## src/rtl/rv_fetch_pkg.sv

```systemverilog
// rv_fetch_pkg: shared fetch-stage widths, constants and the buffered fetch entry type
package rv_fetch_pkg;
   localparam int XLEN = 32;
   localparam int INSTR_BYTES = 4;
   localparam logic [XLEN-1:0] NOP_INSTR = 32'h0000_0013;
   typedef struct packed {
      logic [XLEN-1:0] pc;
      logic [XLEN-1:0] instr;
   } fetch_entry_t;
endpackage

```

## src/rtl/fetch_fifo.sv

```systemverilog
// fetch_fifo: flushable synchronous FIFO of fetch entries; head is read straight from storage
module fetch_fifo
   import rv_fetch_pkg::*;
#(
   parameter int DEPTH = 2,
   localparam int CW = $clog2(DEPTH + 1),
   localparam int AW = (DEPTH > 1) ? $clog2(DEPTH) : 1
) (
   input  logic          clk,
   input  logic          reset,
   input  logic          push,
   input  logic          pop,
   input  logic          flush,
   input  fetch_entry_t  din,
   output fetch_entry_t  dout,
   output logic [CW-1:0] count,
   output logic          full,
   output logic          empty
);
   localparam logic [AW-1:0] LAST = AW'(DEPTH - 1);
   localparam logic [CW-1:0] CAP = CW'(DEPTH);
   fetch_entry_t mem [DEPTH];
   logic [AW-1:0] rd_ptr, wr_ptr;
   assign dout = mem[rd_ptr];
   assign empty = count == '0;
   assign full = count == CAP;
   // Storage and pointers; flush drops every entry but leaves stored words untouched
   always_ff @(posedge clk) begin
      if (reset) begin
         rd_ptr <= '0;
         wr_ptr <= '0;
         count <= '0;
         for (int i = 0; i < DEPTH; i++) mem[i] <= '0;
      end else if (flush) begin
         rd_ptr <= '0;
         wr_ptr <= '0;
         count <= '0;
      end else begin
         if (push) mem[wr_ptr] <= din;
         wr_ptr <= push ? ((wr_ptr == LAST) ? '0 : wr_ptr + AW'(1)) : wr_ptr;
         rd_ptr <= pop ? ((rd_ptr == LAST) ? '0 : rd_ptr + AW'(1)) : rd_ptr;
         count <= count + CW'(push) - CW'(pop);
      end
   end
endmodule

```

## src/rtl/instruction_fetch.sv

```systemverilog
// instruction_fetch: in-order PC fetch with credit-limited memory requests and a flushable decode buffer
module instruction_fetch
   import rv_fetch_pkg::*;
#(
   parameter logic [XLEN-1:0] RESET_PC = 32'h0000_0000,
   parameter int FIFO_DEPTH = 2
) (
   input  logic        clk,
   input  logic        reset,
   input  logic        redirect_valid,
   input  logic [31:0] redirect_pc,
   output logic        imem_req_valid,
   input  logic        imem_req_ready,
   output logic [31:0] imem_req_addr,
   input  logic        imem_rsp_valid,
   input  logic [31:0] imem_rsp_data,
   output logic        instr_valid,
   input  logic        instr_ready,
   output logic [31:0] instruction_code,
   output logic [31:0] instr_pc
);
   localparam int CW = $clog2(FIFO_DEPTH + 1);
   localparam logic [XLEN-1:0] STEP = XLEN'(INSTR_BYTES);
   localparam logic [CW:0] CAP = (CW + 1)'(FIFO_DEPTH);
   logic [XLEN-1:0] pc, rsp_pc, redirect_base;
   logic [CW-1:0] outstanding, drop_cnt, fifo_count;
   logic fifo_full, fifo_empty, req_fire, rsp_keep, rsp_drop, pop, credit;
   fetch_entry_t entry, head;
   assign redirect_base = redirect_pc & ~XLEN'(INSTR_BYTES - 1);
   assign pop = instr_valid && instr_ready;
   // A slot being popped this cycle is free by the time any new response can land, which keeps
   // one fetch per cycle with a 1-cycle memory; the credit it grants is still held next cycle.
   assign credit = ({1'b0, outstanding} + {1'b0, fifo_count}) < (CAP + {{CW{1'b0}}, pop});
   assign imem_req_valid = !reset && !redirect_valid && drop_cnt == '0 && credit;
   assign imem_req_addr = pc;
   assign req_fire = imem_req_valid && imem_req_ready;
   assign rsp_keep = imem_rsp_valid && !redirect_valid && drop_cnt == '0;
   assign rsp_drop = imem_rsp_valid && !redirect_valid && drop_cnt != '0;
   assign instr_valid = !fifo_empty && !redirect_valid;
   assign entry = '{pc: rsp_pc, instr: imem_rsp_data};
   assign instruction_code = head.instr;
   assign instr_pc = head.pc;
   fetch_fifo #(.DEPTH(FIFO_DEPTH)) u_fifo (
      .clk   (clk),
      .reset (reset),
      .push  (rsp_keep),
      .pop   (pop),
      .flush (redirect_valid),
      .din   (entry),
      .dout  (head),
      .count (fifo_count),
      .full  (fifo_full),
      .empty (fifo_empty)
   );
   // Fetch/response PCs and in-flight bookkeeping; a redirect marks everything still in flight as stale
   always_ff @(posedge clk) begin
      if (reset) begin
         pc <= RESET_PC;
         rsp_pc <= RESET_PC;
         outstanding <= '0;
         drop_cnt <= '0;
      end else begin
         pc <= redirect_valid ? redirect_base : req_fire ? pc + STEP : pc;
         rsp_pc <= redirect_valid ? redirect_base : rsp_keep ? rsp_pc + STEP : rsp_pc;
         outstanding <= outstanding + CW'(req_fire) - CW'(imem_rsp_valid);
         drop_cnt <= redirect_valid ? outstanding - CW'(imem_rsp_valid) : drop_cnt - CW'(rsp_drop);
      end
   end
   // A kept response always finds a free slot because requests are issued only against credit
   assert property (@(posedge clk) disable iff (reset) !(rsp_keep && fifo_full && !pop));
endmodule

```

## config.mk

```make
export PLATFORM = sky130hd
export DESIGN_NAME = instruction_fetch
export DESIGN_NICKNAME = d
export VERILOG_FILES = /design/src/rtl/rv_fetch_pkg.sv /design/src/rtl/fetch_fifo.sv /design/src/rtl/instruction_fetch.sv
export SDC_FILE = /design/constraint.sdc
export NUM_CORES = 1
export LEC_CHECK = 0
export CAP_MARGIN = 20
export CORE_UTILIZATION = 48
export DETAILED_ROUTE_END_ITERATION = 7
export PLACE_DENSITY = 0.77
export SKIP_CTS_REPAIR_TIMING = 1
export SYNTH_ARGS = -nofsm -noshare
export SYNTH_HDL_FRONTEND = slang
export SYNTH_SLANG_ARGS = --single-unit
export TNS_END_PERCENT = 10
```

## constraint.sdc

```tcl
create_clock -name clk -period 4.7 [get_ports clk]
set_input_delay 0.94 -clock clk [delete_from_list [all_inputs] [get_ports clk]]
set_output_delay 0.94 -clock clk [all_outputs]
set_load 0.05 [all_outputs]
```

==> impl_metrics.csv <==
group,metric,value,unit
outcome,outcome,"completed",
clock_tree,cts_tree,"done",
timing,whs,0.5221,ns
place,routabilityCongestion,0.8580,
clock_tree,clkSinkCount,193,
critical_path,critPathMaxFanout,4,
critical_path,critical_path_end_type,"output port",
run,max_cap_viol_count,0,
synth,synth.yosys.seq_area_share,0.5460,
critical_path,worstPathRequired,3.76,ns
synth,synth_seq_cells,193,
drt,wl_per_cell,18.25,um
finish,postLayoutCoreUtil,0.6219,
synth,syn_area,9349,um^2
synth,avgSynthCellArea,11.00,um^2
floorplan,rows,50,
timing,finClkSkew,0.007330,ns
timing,timing_hold_violations_final,0,
clock_tree,cts_buffers,17,
synth,asyncSetResetFlopFracSynth,0,
grt,grt_remaining_overflow,0,
floorplan,die-height,141.6,um
synth,syn_inst,850,
synth,yosysWarningCount,0,
power,p_int,2.977,mW
drt,routed_wl,22940,um
drt,final_antenna_net_count,0,
min_path,worstHoldPathType,"reg2reg",
grt,grt_first_pass_wirelength,35820,um
place,dp_worst_setup_slack,0.7036,ns
power,power_switching,1.119,mW
grt,grt_start_max_net_pins,76,
finish,layout-drive-gt1-share,0.1234,
floorplan,dieWidth,141.6,um
grt,first_global_vias,6908,
finish,layout.cells.most_common_list,"clkdlybuf4s50_1 (159), edfxtp_1 (124), and3_1 (71)",
drt,routed_via_density,5.803,
finish,fill_cells,1540,
synth,synth_top_flop_cell,"edfxtp_1",
power,worst_ir_drop_vdd,208.2,uV
finish,n_antenna_cell,0,
synth,ys_types,59,
timing,max_slew.worst_pin.slew,0.8575,ns
place,port-buffer-count,161,
timing,fmaxAchievable,248.6,MHz
critical_path,setup.worst_path.start_class,"input pin",
drt,dr_total_vias,7294,
drt,first_pass_iters,5,
power,share_clk_of_total_power,0.351,
timing,relSlewSlack,0.4231,
finish,instances_no_fill,1257,
floorplan,pin_count,168,
critical_path,worst_ep_arrival_time,3.08,ns
place,detailed_place_hpwl,14720,um
timing,final_critical_path_setup_slack,0.6774,ns
clock_tree,worst_setup_hold_path_clk_slew,0.07,ns
place,detailed_place.area,11170,um^2
critical_path,crit_type,"in2out",
synth,synth_area_leader_cell,"edfxtp_1",
power,power_density,348.6,nW/um^2
power,power.total,4.097,mW
finish,layout.cells.most_common,"clkdlybuf4s50_1",
drt,dr.first_iter.drc_count,599,
clock_tree,worstSkewPairLatency,0.43,ns
timing,tns,0,ns
finish,post-route-cell-area,11750,um^2
grt,antenna_found_initial,0,
clock_tree,clock_tree.buffer_depth,2,
timing,unrepaired_setup_endpoints_after_global_routing,"no",
timing,finalCritPeriodShare,0.8559,
grt,grt.total_usage,0.2296,
synth,synth.top_cell.area_share,0.3983,
timing,report.final.slew_viol_count,0,
synth,netlist_top_cells_area,"edfxtp_1 (40%), dfxtp_1 (15%), mux2_2 (7.7%)",
clock_tree,cts_root_buf,"clkbuf_16",
power,power_leakage,4.375,nW
floorplan,dieArea,20040,um^2
timing,timing.final.setup_violations,0,
synth,synth-edff-count,124,
drt,drc,0,
timing,final_period_minus_worst_setup_slack,4.023,ns
power,combPwrFrac,0.166,
clock_tree,cts_htree_levels,4,
floorplan,fp.coreArea,18890,um^2
place,dp.cells,1225,
power,pwr-share-seq,0.482,
power,swShare,0.2732,
finish,final_nets,1065,
finish,syn_to_final_growth,25.68,%
floorplan,initial_utilization,0.4948,
## routing by layer
layer	routed length [um]	up-vias	global-route usage
li1	-	3422	-
met1	10330	3482	0.3206
met2	10490	366	0.3632
met3	1808	24	0.03915
met4	310	0	0.07583
met5	0	-	0
## cells in the mapped netlist, types with 8 or more instances
master,number
clkbuf_1,54
nor3_1,8
a31oi_1,28
edfxtp_1,124
nand3_1,34
xnor2_1,19
inv_1,27
xor2_1,11
dfxtp_1,69
nor4_1,16
o21ai_0,11
or4_1,9
a211oi_1,11
a21oi_1,19
ha_1,9
mux2_2,64
nand2_1,43
nor2_1,46
and3_1,71
and2_1,58
or3_1,8
nand4_1,24
## critical path: stages
cell             delay (ns)
clkdlybuf4s50_1        0.45
inv_1                  0.07
o41a_1                 0.48
nor3_1                 0.28
clkdlybuf4s50_1        0.86
## layout make-up
class                      count  area (um^2)  area share
tap                          260        325.3     0.02769
timing repair buffer         176         1724      0.1467
clock buffer                  18        429.2     0.03652
multi-input combinational    570         3918      0.3334
inverter                      27        101.3    0.008625
clock inverter                13        145.1     0.01235
sequential                   193         5107      0.4347
## worst paths after layout
| check | from | end | slack, ns | cells past startpoint |
|---|---|---|---|---|
| worst min register to register | u_fifo.rd_ptr$_SDFFE_PP0P_ | u_fifo.rd_ptr$_SDFFE_PP0P_ | 0.52 | 2 |
| worst max-delay path | instr_ready | imem_req_valid | 0.68 | 5 |
| worst min-delay path | u_fifo.rd_ptr$_SDFFE_PP0P_ | u_fifo.rd_ptr$_SDFFE_PP0P_ | 0.52 | 2 |
| worst max register to register | outstanding[0]$_SDFF_PP0_ | outstanding[1]$_SDFF_PP0_ | 1.71 | 11 |
## cell families after synthesis
kind of cell / synth area share
adder cells (fa/ha/maj): 0.01419
AND/OR/NAND/NOR: 0.2058
flip-flops: 0.5460
buffers and inverters: 0.03881
XOR/XNOR: 0.02810
multiplexers: 0.07816
AO/OA/AOI/OAI: 0.08846
other: 0.0004011
## flip-flops by register name, indices dropped and copies added, names as in the netlist, named ones only
name and cells:
imem_req_addr 30, u_fifo.count 2, u_fifo.mem 124, u_fifo.rd_ptr 1
outstanding 2, drop_cnt 2, rsp_pc 30, u_fifo.wr_ptr 1
## power by group through the flow
stage,sequential [mW],clock (mW),combinational [mW]
3_3_place_gp,2.01,0,0.671
6_report,1.98,1.44,0.681
2_1_floorplan,2.04,0,0.386
4_1_cts,1.98,1.45,0.682
5_1_grt,1.99,1.52,0.720
3_5_place_dp,2.01,0,0.677
Note: power is estimated with default switching activity, not from simulation.
